`src/rtl/prod_accumulator_if.sv`:
```
// prod_accumulator_if: product stream in, frame sum out, both valid/ready
interface prod_accumulator_if #(
  parameter int PROD_W = 16,
  parameter int ACC_W  = 24
);
  logic              in_valid;
  logic [PROD_W-1:0] in_prod;
  logic              in_ready;
  logic              out_valid;
  logic              out_ready;
  logic [ACC_W-1:0]  out_sum;
  logic              out_ovf;
  modport master (output in_valid, in_prod, out_ready, input in_ready, out_valid, out_sum, out_ovf);
  modport slave  (input in_valid, in_prod, out_ready, output in_ready, out_valid, out_sum, out_ovf);
endinterface

```
`src/rtl/prod_accumulator.sv`:
```
// prod_accumulator: sums COUNT unsigned products into a saturating frame sum with valid/ready handoff
module prod_accumulator #(
  parameter int PROD_W = 16,
  parameter int ACC_W  = 24,
  parameter int COUNT  = 8
) (
  input  logic clk,
  input  logic reset,
  input  logic clear,
  output logic busy,
  prod_accumulator_if.slave bus
);
  localparam int CW = $clog2(COUNT + 1);
  localparam logic [1:0] IDLE  = 2'd0;
  localparam logic [1:0] ACCUM = 2'd1;
  localparam logic [1:0] HOLD  = 2'd2;
  logic [1:0]       state;
  logic [ACC_W-1:0] acc;
  logic [CW-1:0]    cnt;
  logic             ovf;
  logic [ACC_W:0]   sum;
  logic [CW-1:0]    cnt_n;
  assign sum   = {1'b0, acc} + (ACC_W+1)'(bus.in_prod);
  assign cnt_n = cnt + 1'b1;
  assign bus.in_ready  = state != HOLD;
  assign bus.out_valid = state == HOLD;
  assign bus.out_sum   = acc;
  assign bus.out_ovf   = ovf;
  assign busy          = state != IDLE;
  always_ff @(posedge clk or posedge reset) begin
    if (reset) begin
      state <= IDLE;
      acc   <= '0;
      cnt   <= '0;
      ovf   <= 1'b0;
    end else if (clear) begin
      state <= IDLE;
      acc   <= '0;
      cnt   <= '0;
      ovf   <= 1'b0;
    end else if (state == HOLD) begin
      if (bus.out_ready) begin
        state <= IDLE;
        acc   <= '0;
        cnt   <= '0;
        ovf   <= 1'b0;
      end
    end else if (bus.in_valid) begin
      // the carry out of the widened sum pins acc at all ones for the rest of the frame
      acc   <= state == IDLE ? ACC_W'(bus.in_prod) : sum[ACC_W] ? '1 : sum[ACC_W-1:0];
      ovf   <= state == IDLE ? 1'b0 : ovf | sum[ACC_W];
      cnt   <= cnt_n;
      state <= cnt_n == CW'(COUNT) ? HOLD : ACCUM;
    end
  end
endmodule
```
`src/flat_wrapper.sv`:
```
// flat-port wrapper written by rule: the top's interface ports become plain ports
module prod_accumulator_flat 
#(
  parameter int PROD_W = 16,
  parameter int ACC_W  = 24,
  parameter int COUNT  = 8
)
  (clk, reset, clear, busy, bus_in_valid, bus_in_prod, bus_out_ready, bus_in_ready, bus_out_valid, bus_out_sum, bus_out_ovf);
  prod_accumulator_if #(.PROD_W(PROD_W), .ACC_W(ACC_W)) bus_i ();
  input  logic clk;
  input  logic reset;
  input  logic clear;
  output logic busy;
  input wire logic [$bits(bus_i.in_valid)-1:0] bus_in_valid;
  input wire logic [$bits(bus_i.in_prod)-1:0] bus_in_prod;
  input wire logic [$bits(bus_i.out_ready)-1:0] bus_out_ready;
  output wire logic [$bits(bus_i.in_ready)-1:0] bus_in_ready;
  output wire logic [$bits(bus_i.out_valid)-1:0] bus_out_valid;
  output wire logic [$bits(bus_i.out_sum)-1:0] bus_out_sum;
  output wire logic [$bits(bus_i.out_ovf)-1:0] bus_out_ovf;
  assign bus_i.in_valid = bus_in_valid;
  assign bus_i.in_prod = bus_in_prod;
  assign bus_i.out_ready = bus_out_ready;
  assign bus_in_ready = bus_i.in_ready;
  assign bus_out_valid = bus_i.out_valid;
  assign bus_out_sum = bus_i.out_sum;
  assign bus_out_ovf = bus_i.out_ovf;
  prod_accumulator #(.PROD_W(PROD_W), .ACC_W(ACC_W), .COUNT(COUNT)) u_core (.clk(clk), .reset(reset), .clear(clear), .busy(busy), .bus(bus_i));
endmodule
```
`config.mk`:
```
export PLATFORM = sky130hd
export DESIGN_NAME = prod_accumulator_flat
export DESIGN_NICKNAME = d
export VERILOG_FILES = /design/src/rtl/prod_accumulator_if.sv /design/src/rtl/prod_accumulator.sv /design/src/flat_wrapper.sv
export SDC_FILE = /design/constraint.sdc
export NUM_CORES = 1
export LEC_CHECK = 0
export CORE_MARGIN = 3
export CORE_UTILIZATION = 55
export CTS_CLUSTER_DIAMETER = 80
export DETAILED_ROUTE_END_ITERATION = 6
export DONT_BUFFER_PORTS = 1
export HOLD_SLACK_MARGIN = 0.05
export PLACE_DENSITY = 0.72
export SLEW_MARGIN = 10
export SYNTH_ARGS = -nofsm -noshare
export SYNTH_HDL_FRONTEND = slang
export SYNTH_SLANG_ARGS = --single-unit
```
`constraint.sdc`:
```
create_clock -name clk -period 3.4 [get_ports clk]
set_clock_uncertainty 0.1 [all_clocks]
set_input_delay 1.02 -clock clk [delete_from_list [all_inputs] [get_ports clk]]
set_output_delay 1.02 -clock clk [all_outputs]
set_load 0.02 [all_outputs]
```
* Word-level counts from Yosys, hierarchy flattened
Index checks and enable logic that the tools add are counted.
** Word-level totals
- Register bits :: 31
- Bits of input ports :: 21
- Output and inout port bits :: 28
- Word-level logic and storage cells :: 35
** Operators by class
- $add $sub $neg :: 2
- Equal/unequal tests :: 4
- Muxes and demuxes :: 20
- Bitwise gates (word level) :: 1
- Reductions and logical operators :: 4
** Operator list (count)
- 24-bit two-way mux :: 6
- 24-bit by 16-bit adder with 25-bit output :: 1
- 4-bit two-way mux :: 4
- 2-bit two-way mux :: 5
- 1-bit two-way mux :: 5
- 4-bit by 1-bit adder with 4-bit output (second input constant) :: 1
- 4-bit == test (second input constant) :: 1
- 3-bit != test (second input constant) :: 1
- 3-bit nonzero test :: 1
- 2-bit == test (second input constant) :: 1
- 2-bit logical NOT :: 1
- 2-bit != test (second input constant) :: 1
- 2-bit AND reduction :: 1
- 2-bit nonzero test :: 1
- 1-bit OR :: 1

* Logic depth before layout (Yosys ltp)
- Depth after elaboration :: 6
- Mapped depth :: 10

* Worst setup path before layout
Ideal clock, no wire load.
- Path type :: input port to flip-flop
- Start :: in bus_in_prod[0]
- End :: reg u_core.acc[11] (netlist: u_core.bus.out_sum[11])
- Library setup time :: 0.126 ns
- Data arrival time :: 3.000 ns
- Setup slack :: 0.174 ns
- Stages :: 10
- Buffers on the path :: 1
- Cell sequence :: ha_1 > fa_1 > a21o_2 > a221oi_1 > or4_1 > o211ai_2 > buf_6 > nand2_4 > a21oi_1 > a221o_1
** Between the ends
- Word-level cells in the longest chain between the ends :: 6
** RTL lines
- from (decl) :: line flat_wrapper.sv:15 : input wire logic [$bits(bus_i.in_prod)-1:0] bus_in_prod;
- 24-bit by 16-bit adder with 25-bit output :: line prod_accumulator.sv:23 : assign sum = {1'b0, acc} + (ACC_W+1)'(bus.in_prod);
- 24-bit two-way mux (2 in a row) :: line prod_accumulator.sv:50 : acc <= state == IDLE ? ACC_W'(bus.in_prod) : sum[ACC_W] ? '1 : sum[ACC_W-1:0];
- 24-bit two-way mux :: line prod_accumulator.sv:48 : end else if (bus.in_valid) begin
- 24-bit two-way mux :: line prod_accumulator.sv:41 : end else if (state == HOLD) begin
- 24-bit two-way mux :: line prod_accumulator.sv:36 : end else if (clear) begin
- to (signal assigned) :: line prod_accumulator.sv:50
- to (decl) :: line prod_accumulator.sv:18 : logic [ACC_W-1:0] acc;
No other way between the ends. The select of a mux whose other input is x is not followed.
A chain may end at the register's enable or synchronous reset.

* Worst setup path after layout
- Start :: in bus_in_prod[0]
- End :: reg u_core.acc[14] (netlist: u_core.bus.out_sum[14])
Same word-level chain as after synthesis.

==> results.cfg <==
[global_route]
antenna_found_initial = 0
grt_remaining_overflow = 0
grt_pass1_wl_um = 9470
grt_max_degree = 32
grt_pass1_vias = 1919
track_usage_pct = 22.7

[sta]
setup_ws_ns = 0.286
slew_headroom_pct = 61.8
hold_viol = 0
tightest_slew_ns = 0.567
final.setup.tns_ns = 0
setup_violations = 0
max_freq_mhz = 321
timing.final.crit_share_pct = 91.6
rsz0062_at_grt = no
slew_viol_final = 0
fin_crit_ns = 3.11

[cells_and_area]
nFillCells = 368
drive_gt1_share_pct = 13.5
final_nets = 312
areaGrowthSynthToFinish_pct = 6.62
fin_area_mm2 = 0.00260
seqCellArea_um2 = 776
fin_util_pct = 62.8
multi_input_area_mm2 = 0.00154
n_antenna_cell = 0

[routing]
vias_per_cell = 6.63
wl_um = 5840
drc = 0
vias = 2149
drtIter0Drc = 172
ant_nets = 0
wl_per_cell_um = 18.0
drtPass1Iterations = 4

[placement]
dp_slack_ns = 0.00159
gp_congestion = 0.906
dp.final_hpwl_um = 4310
io_buffers = 0
dpl_cell_area_mm2 = 0.00248

[power_and_ir_drop]
p_leak_nw = 1.22
ir_drop_v = 0.000268
p_per_area_mw_per_mm2 = 433

[synth]
avgSynthCellArea_um2 = 9.10
yosysUniqueCellTypes = 58
syn_area_mm2 = 0.00244
ys.flop_type = dfrtp_1
synth_edf_count = 0
synthesis.nets = 307
ys_warn_count = 0
synth_seq_cells = 31
async_flop_share_pct = 100
syn_inst = 268
ys_top_cells_by_area = dfrtp_1 (32%), ha_1 (8.7%), a21oi_1 (5.5%)
synth_area_leader_cell = dfrtp_1
yosysTopAreaCellShare_pct = 31.8
ys_seq_area_share_pct = 31.8

[clocking]
postCtsSetupBuffers = 0
cts.sinks = 31
cts-root-buf = clkbuf_8
clkLatencyLatePin_ns = 0.29
cts_buffers = 5
clock_path_buffers = 2
cts.clk_slew.worst_paths_ns = 0.07
cts_tree = built
cts_resized = 0
h-tree-depth = 2
cts_hold_buf = 0

[critical_path]
path_class = in -> reg
startpoint_type = input port
arrival_ns = 3.18
reg2reg_slack_ns = 0.47
crit_required_ns = 3.47
crit_path_end_kind = register
critical_path.max_fanout = 3

[min_path]
hp-class = reg -> reg

[flow_run]
drv_cap = 0

[status]
outcome = completed

[floorplanning]
die_h_um = 72.6
fp.dieArea_mm2 = 0.00527
rows = 23
core-area_mm2 = 0.00414
die_w_um = 72.6
ios = 49
initial_core_util_pct = 58.9
power by group:
group          total, W  switching, W  internal, W
clock network  0.000388      0.000150     0.000237
registers      0.000441     0.0000498     0.000392
logic          0.000298      0.000174     0.000124
metal layers:
layer	part of all wire, %	GRT usage (%)	up-vias
met3	9.9	8.54	8
li1	-	-	1041
met4	0.94	6.35	0
met2	41	30.9	92
met1	48	33.4	1008
met5	0	0	-
placed cells by master, fill, tap and decap left out, types with 9 or more instances in the layout:
cell type	instances
xnor2_1	9
dfrtp_1	31
nand3_1	10
o21ai_0	25
ha_1	17
nor2_1	17
nand2_1	13
buf_4	10
a21o_1	10
a21oi_1	27
through the flow:
| step | std cells | hold slack, ns | power [W] |
|---|---|---|---|
| after floorplan | 268 | 0.397 | 0.000685 |
| after global placement | 316 | 0.420 | 0.000737 |
| after detailed placement | 316 | 0.429 | 0.000740 |
| after CTS | 324 | 0.444 | 0.00113 |
| after global routing | 324 | 0.516 | 0.00118 |
| final | 324 | 0.439 | 0.00113 |
flip-flops by register name, summed over array words and instances, names as in the netlist:
register	cells
u_core.state	2
u_core.cnt	4
u_core.bus.out_sum	24
u_core.bus.out_ovf	1
path summary, 6_finish.rpt:
path,startpoint,depth (start not counted),endpoint
setup / recovery,bus_in_prod[0],10,u_core.bus.out_sum[14]
hold / removal,u_core.cnt[1],2,u_core.cnt[1]
setup reg to reg,u_core.bus.out_sum[0],10,u_core.bus.out_sum[14]
max in group asynchronous,reset,2,u_core.bus.out_ovf
hold reg to reg,u_core.cnt[1],2,u_core.cnt[1]
min in group asynchronous,reset,2,u_core.bus.out_sum[1]
kinds of logic after synthesis:
logic type	count (synthesis)	synth area share [%]
compound gates	106	30.3
xor+xnor	16	5.74
fa+ha+maj	18	9.54
buf+inv	19	4.92
flops	31	31.8
mux	1	0.462
simple gates	77	17.2
layout make-up:
class / instances / area share [%]
clock buffers: 6 / 3.17
well taps: 50 / 2.41
multi-input cells: 218 / 59.4
flip-flops and latches: 31 / 29.8
inverters: 7 / 1.01
clock inverters: 2 / 1.35
repair buffers: 10 / 2.89
cell usage after synthesis (all sizes together) (6+ instances only):
cell type	count
nor3	6
xnor2	9
inv	7
o21ai	26
nor2	17
a221o	6
a21oi	28
a21o	13
a31oi	7
clkbuf	6
and3	9
ha	17
buf	6
xor2	7
nand2	14
nand4	6
nand3	10
dfrtp	31
worst max-delay path, cell delays in order:
cell	delay, ns
ha_1	0.19
fa_1	0.41
a21o_2	0.25
a221oi_1	0.33
buf_4	0.18
nor2_1	0.04
a22oi_1	0.15
o21ai_0	0.24
a221oi_1	0.27
a21oi_1	0.10
Power figures use the tool's default switching activity.
